**config.mk**
```make
export PLATFORM = sky130hd
export DESIGN_NAME = serial_alu
export DESIGN_NICKNAME = d
export VERILOG_FILES = /design/src/rtl/serial_alu.sv
export SDC_FILE = /design/constraint.sdc
export NUM_CORES = 1
export LEC_CHECK = 0
export ABC_AREA = 0
export BUFFER_PORTS_ARGS = -buffer_cell sky130_fd_sc_hd__buf_2
export CAP_MARGIN = 5
export CORE_MARGIN = 5
export CORE_UTILIZATION = 26
export CTS_CLUSTER_DIAMETER = 200
export DETAILED_ROUTE_END_ITERATION = 8
export SLEW_MARGIN = 30
export SYNTH_ARGS = -nofsm -noshare
export SYNTH_HDL_FRONTEND = slang
export SYNTH_SLANG_ARGS = --single-unit
```
**constraint.sdc**
```tcl
create_clock -name clk -period 4.6 [get_ports clk]
set_clock_uncertainty 0.05 [all_clocks]
set_input_delay 0.23 -clock clk [delete_from_list [all_inputs] [get_ports clk]]
set_output_delay 0.23 -clock clk [all_outputs]
set_load 0.05 [all_outputs]
```
**src/rtl/serial_alu.sv**
```systemverilog
// Bit-serial accumulator/ALU: shifts A and a captured operand X through a 1-bit
// ALU over WIDTH clocks, then commits the result and carry/zero flags.
module serial_alu #(
    parameter int unsigned WIDTH = 12
) (
    input  logic             clk,
    input  logic             nrst,
    input  logic             start,
    input  logic [2:0]       op,
    input  logic [WIDTH-1:0] x_in,
    input  logic             wra,
    input  logic [WIDTH-1:0] d_in,
    output logic [WIDTH-1:0] a,
    output logic             f,
    output logic             z,
    output logic             busy,
    output logic             done
);

    localparam int unsigned CW = $clog2(WIDTH + 1);

    typedef enum logic [0:0] {
        IDLE,
        SHIFT
    } state_t;

    typedef enum logic [2:0] {
        OP_NOR  = 3'b000,
        OP_ADD  = 3'b001,
        OP_ADC  = 3'b010,
        OP_SUB  = 3'b011,
        OP_SHR  = 3'b100,
        OP_LOAD = 3'b101,
        OP_RSV6 = 3'b110,
        OP_RSV7 = 3'b111
    } op_t;

    state_t           state_q, state_d;
    logic [CW-1:0]    cnt_q, cnt_d;
    logic [WIDTH-1:0] s_q, s_d;
    logic [WIDTH-1:0] x_q, x_d;
    op_t              op_q, op_d;
    logic             c_q, c_d;
    logic [WIDTH-1:0] a_q, a_d;
    logic             f_q, f_d;
    logic             z_q, z_d;
    logic             done_q, done_d;

    logic             last_step;
    logic             x_bit;
    logic             sum_bit;
    logic             carry_out;
    logic             r_bit;
    logic             c_step;
    logic [WIDTH-1:0] result;

    assign last_step = (cnt_q == CW'(WIDTH - 1));

    // One-bit datapath. SHR reads S[1] so bit k of the result is old a[k+1];
    // the final step inserts the incoming carry at the MSB.
    always_comb begin
        // NOTE: every signal written here gets a default first, so no path
        // through the case can leave it unassigned and infer a latch.
        x_bit     = (op_q == OP_SUB) ? ~x_q[0] : x_q[0];
        sum_bit   = s_q[0] ^ x_bit ^ c_q;
        carry_out = (s_q[0] & x_bit) | (s_q[0] & c_q) | (x_bit & c_q);
        r_bit     = s_q[0];
        c_step    = c_q;
        unique case (op_q)
            OP_NOR:  r_bit = ~(s_q[0] | x_q[0]);
            OP_ADD,
            OP_ADC,
            OP_SUB: begin
                r_bit  = sum_bit;
                c_step = carry_out;
            end
            OP_SHR:  r_bit = last_step ? c_q : s_q[1];
            OP_LOAD: r_bit = x_q[0];
            default: r_bit = s_q[0];
        endcase
        result = {r_bit, s_q[WIDTH-1:1]};
    end

    always_comb begin
        state_d = state_q;
        cnt_d   = cnt_q;
        s_d     = s_q;
        x_d     = x_q;
        op_d    = op_q;
        c_d     = c_q;
        a_d     = a_q;
        f_d     = f_q;
        z_d     = z_q;
        done_d  = 1'b0;

        unique case (state_q)
            IDLE: begin
                if (start) begin
                    state_d = SHIFT;
                    cnt_d   = '0;
                    s_d     = a_q;
                    x_d     = x_in;
                    op_d    = op_t'(op);
                    unique case (op_t'(op))
                        OP_ADC:  c_d = f_q;
                        OP_SUB:  c_d = 1'b1;
                        OP_SHR:  c_d = f_q;
                        default: c_d = 1'b0;
                    endcase
                end else if (wra) begin
                    a_d = d_in;
                    z_d = (d_in == '0);
                end
            end

            SHIFT: begin
                s_d   = result;
                x_d   = x_q >> 1;
                c_d   = c_step;
                cnt_d = cnt_q + CW'(1);
                if (last_step) begin
                    state_d = IDLE;
                    done_d  = 1'b1;
                    unique case (op_q)
                        OP_NOR,
                        OP_LOAD: begin
                            a_d = result;
                            z_d = (result == '0);
                        end
                        OP_ADD,
                        OP_ADC,
                        OP_SUB: begin
                            a_d = result;
                            f_d = c_step;
                            z_d = (result == '0);
                        end
                        OP_SHR: begin
                            // a is frozen during SHIFT, so a_q[0] is still the old LSB.
                            a_d = result;
                            f_d = a_q[0];
                            z_d = (result == '0);
                        end
                        default: ;
                    endcase
                end
            end

            default: state_d = IDLE;
        endcase
    end

    // NOTE: the internal S/X registers are reset along with the architectural
    // state so an aborted operation leaves nothing behind.
    always_ff @(posedge clk or negedge nrst) begin
        if (!nrst) begin
            state_q <= IDLE;
            cnt_q   <= '0;
            s_q     <= '0;
            x_q     <= '0;
            op_q    <= OP_NOR;
            c_q     <= 1'b0;
            a_q     <= '0;
            f_q     <= 1'b0;
            z_q     <= 1'b1;
            done_q  <= 1'b0;
        end else begin
            // NOTE: non-blocking assignments so every register samples the
            // pre-edge value of the others.
            state_q <= state_d;
            cnt_q   <= cnt_d;
            s_q     <= s_d;
            x_q     <= x_d;
            op_q    <= op_d;
            c_q     <= c_d;
            a_q     <= a_d;
            f_q     <= f_d;
            z_q     <= z_d;
            done_q  <= done_d;
        end
    end

    assign a    = a_q;
    assign f    = f_q;
    assign z    = z_q;
    assign busy = (state_q == SHIFT);
    assign done = done_q;

endmodule

```
==> key figures <==
Status
  • Status: complete, no violations

CTS
  • Num CTS Buffers: 5
  • Reg clk slew, reported paths: 100 ps
  • Root Driver: clkbuf_8
  • Clock buffer depth: 2
  • Clock sinks: 48
  • Total setup buffers inserted after CTS: 0
  • Htree depth: 2
  • CTS tree: done
  • Clock Latency Late Sink: 310 ps

Pwr
  • Pwr Total: 1.928 mW
  • Power density over the cells: 693.8 mW/mm^2
  • Maximum VDD drop: 276.9 uV
  • Pleak: 1.316 nW

Setup path
  • Worst Setup Start Kind: flip-flop
  • Critical Path RT: 4760 ps
  • Slowest Stage Delay on Critical Path: 500 ps
  • CP Capture Type: flip-flop
  • Worst setup path class: flip-flop to flip-flop
  • Top delay family on crit path: compound AO/OA/AOI/OAI gates
  • Worst path cell trace: and2b_4 > nand2_1 > xnor2_1 > fa_1 > mux2_4 > a221o_1 > a311o_1 > o31ai_2
  • Cell count along the critical path: 8
  • Critical path peak fanout: 11
  • Slowest-stage cell, CP: dfrtp_1
  • R2R depth: 8
  • WP buf/inv: 0
  • Arr. time, crit path: 2960 ps

Global route
  • Total gr overflow: 0
  • Number of antenna violations at the first check in global routing: 0
  • Total track usage: 10.63%
  • Vias in the first global route: 1868
  • Largest net degree at the start of global routing: 49
  • First-pass GRT wire length: 9687 um

Hold path
  • HP Class: input pin to flip-flop
  • Worst hold path depth: 3

Placed design
  • Final Wtd Congestion: 0.7837
  • Dpl hpwl: 3952 um
  • Port Buffers: 46
  • Placement Setup Slack: 1844 ps
  • Inst Count DP: 371

Die
  • Effective utilization at floorplan: 26.91%
  • Die Wd: 105.2 um
  • Die area: 0.01108 mm^2
  • Vert. Die Dim: 105.2 um
  • I/O Pins: 47
  • Core footprint: 0.008763 mm^2
  • FP Rows: 34

Detailed routing
  • Drt total wl: 5605 um
  • Vias post-DR: 1802
  • DRT antenna net count: 0
  • DRC: 0
  • Vias per cell: 4.742
  • WL/cell: 14.75 um
  • 1st-iter DRT viols: 77
  • Pre-antenna DRT Iters: 4

STA
  • RSZ-0062 raised after global routing: false
  • Post-layout min period: 2799 ps
  • Total Neg Setup Slack: 0 ps
  • Post-route setup slack: 1801 ps
  • Final hold vios: 0
  • Final setup viols: 0
  • Final Cycle Share: 60.85%
  • Slew headroom: 44.67%
  • Fmax: 357.3 MHz
  • Max Slew Vio Count: 0
  • Least-Margin Pin Slew: 829.9 ps

Job
  • MaxCap Viol Count: 0

Synth
  • Post-Syn Instances: 229
  • Synth top area share: 49.87%
  • Register bit total from synthesis: 48
  • Post-synth cell types: 40
  • Syn Std Cell Area: 0.002359 mm^2
  • Cell taking the most area after synthesis: dfrtp_1
  • Top cells by area, synth: dfrtp_1 50%, mux2i_1 11%, o21ai_1 7.0%
  • Syn. warnings: 0
  • Syn Nets: 262
  • Syn_area_per_cell: 10.30 um^2
  • Post-synthesis sequential area ratio: 50.98%

Finish
  • Fillcell total: 922
  • Ant diodes: 0
  • Commonest non-fill, non-tap cells in the layout: 47 x dfrtp_1, 46 x buf_2, 39 x nand2_1
  • Non-Filler Instances: 380
  • Share of cells above drive strength 1: 24.63%
  • Commonest non-fill, non-tap cell in the layout: dfrtp_1
  • Area grow syn2layout: 17.83%
  • Final #Nets: 304
final cells by class:
| class | instances | area (um^2) | share of cell area, % |
|---|---|---|---|
| Clock buffer | 6 | 82.58 | 2.972 |
| Tap cell | 108 | 135.1 | 4.863 |
| Timing Repair Buffer | 49 | 255.2 | 9.185 |
| Multi-Input combinational cell | 166 | 1086 | 39.08 |
| Clock inverter | 2 | 13.76 | 0.4953 |
| Inverter | 1 | 3.754 | 0.1351 |
| Sequential cell | 48 | 1202 | 43.27 |
logic make-up (layout without fill, tap and decap cells):
kind of cell,after synthesis,count (layout),synth area share (%)
and+or+nand+nor,67,67,12.89
AOI/OAI and AO/OA,63,63,17.03
DFF,48,48,50.98
muxes,31,31,13.63
buffers and inverters,15,58,2.971
xor gates and xnor gates,3,3,1.114
adders and majority gates,2,2,1.379
tightest hold or removal path, cell delays in order:
cell	delay, ps
buf_2	80
mux2i_1	60
nor2_1	90
power by group:
group	switching, mW	internal (mW)
Sequential	0.173	0.603
Clock	0.148	0.123
Combinational	0.547	0.334
layer usage:
metal  vias to the layer above  wire (um)  track usage, %
met2                        35       2438           15.19
li1                        894          -               -
met1                       866       2877           16.05
met5                         -          0               0
met3                         7        241           2.873
met4                         0         46           2.192
metrics by stage:
stage | hold WS, ps | area [um^2] | util, %
6_report | 140.0 | 2779 | 31.71
5_1_grt | 137.5 | 2779 | 31.71
4_1_cts | 130.9 | 2779 | 31.71
3_5_place_dp | 332.7 | 2673 | 30.50
3_3_place_gp | 323.6 | 2673 | 30.50
2_1_floorplan | -115.6 | 2359 | -
path summary, 6_finish.rpt:
kind	from	endpoint	slack, ps
max reg2reg	op_q[2]$_DFFE_PN0P_	z$_DFFE_PN1P_	1800
max in group asynchronous	nrst	f$_DFFE_PN0P_	3560
max	op_q[2]$_DFFE_PN0P_	z$_DFFE_PN1P_	1800
min	x_in[11]	x_q[11]$_DFFE_PN0P_	140
min reg2reg	x_q[3]$_DFFE_PN0P_	x_q[2]$_DFFE_PN0P_	440
min in group asynchronous	nrst	x_q[1]$_DFFE_PN0P_	500
synth_stat cells (all sizes together):
library cell	number
a211o	1
a21boi	12
a21oi	3
a221o	1
a22o	2
a22oi	1
a311o	1
and2b	1
and4	1
and4b	1
buf	7
clkbuf	7
dfrtp	47
dfstp	1
fa	1
ha	1
inv	1
mux2	6
mux2i	25
nand2	39
nand3	3
nand3b	2
nor2	10
nor2b	1
nor3	3
nor3b	1
nor4	4
o211ai	1
o21a	1
o21ai	38
o31ai	2
or4	1
xnor2	2
xor2	1
state kept, by name (all words and copies together) (netlist names):
register and flops:
a 12, busy 1, c_q 1, cnt_q 4
done 1, f 1, op_q 3, s_q 12
x_q 12, z 1
timing repair:
action | 4_1_cts | 5_1_grt
hold buffers | 1 | 0
hold endpoints to repair | 18 | 0
gates resized for setup | 0 | 0
Note: power is estimated with default switching activity, not from simulation.
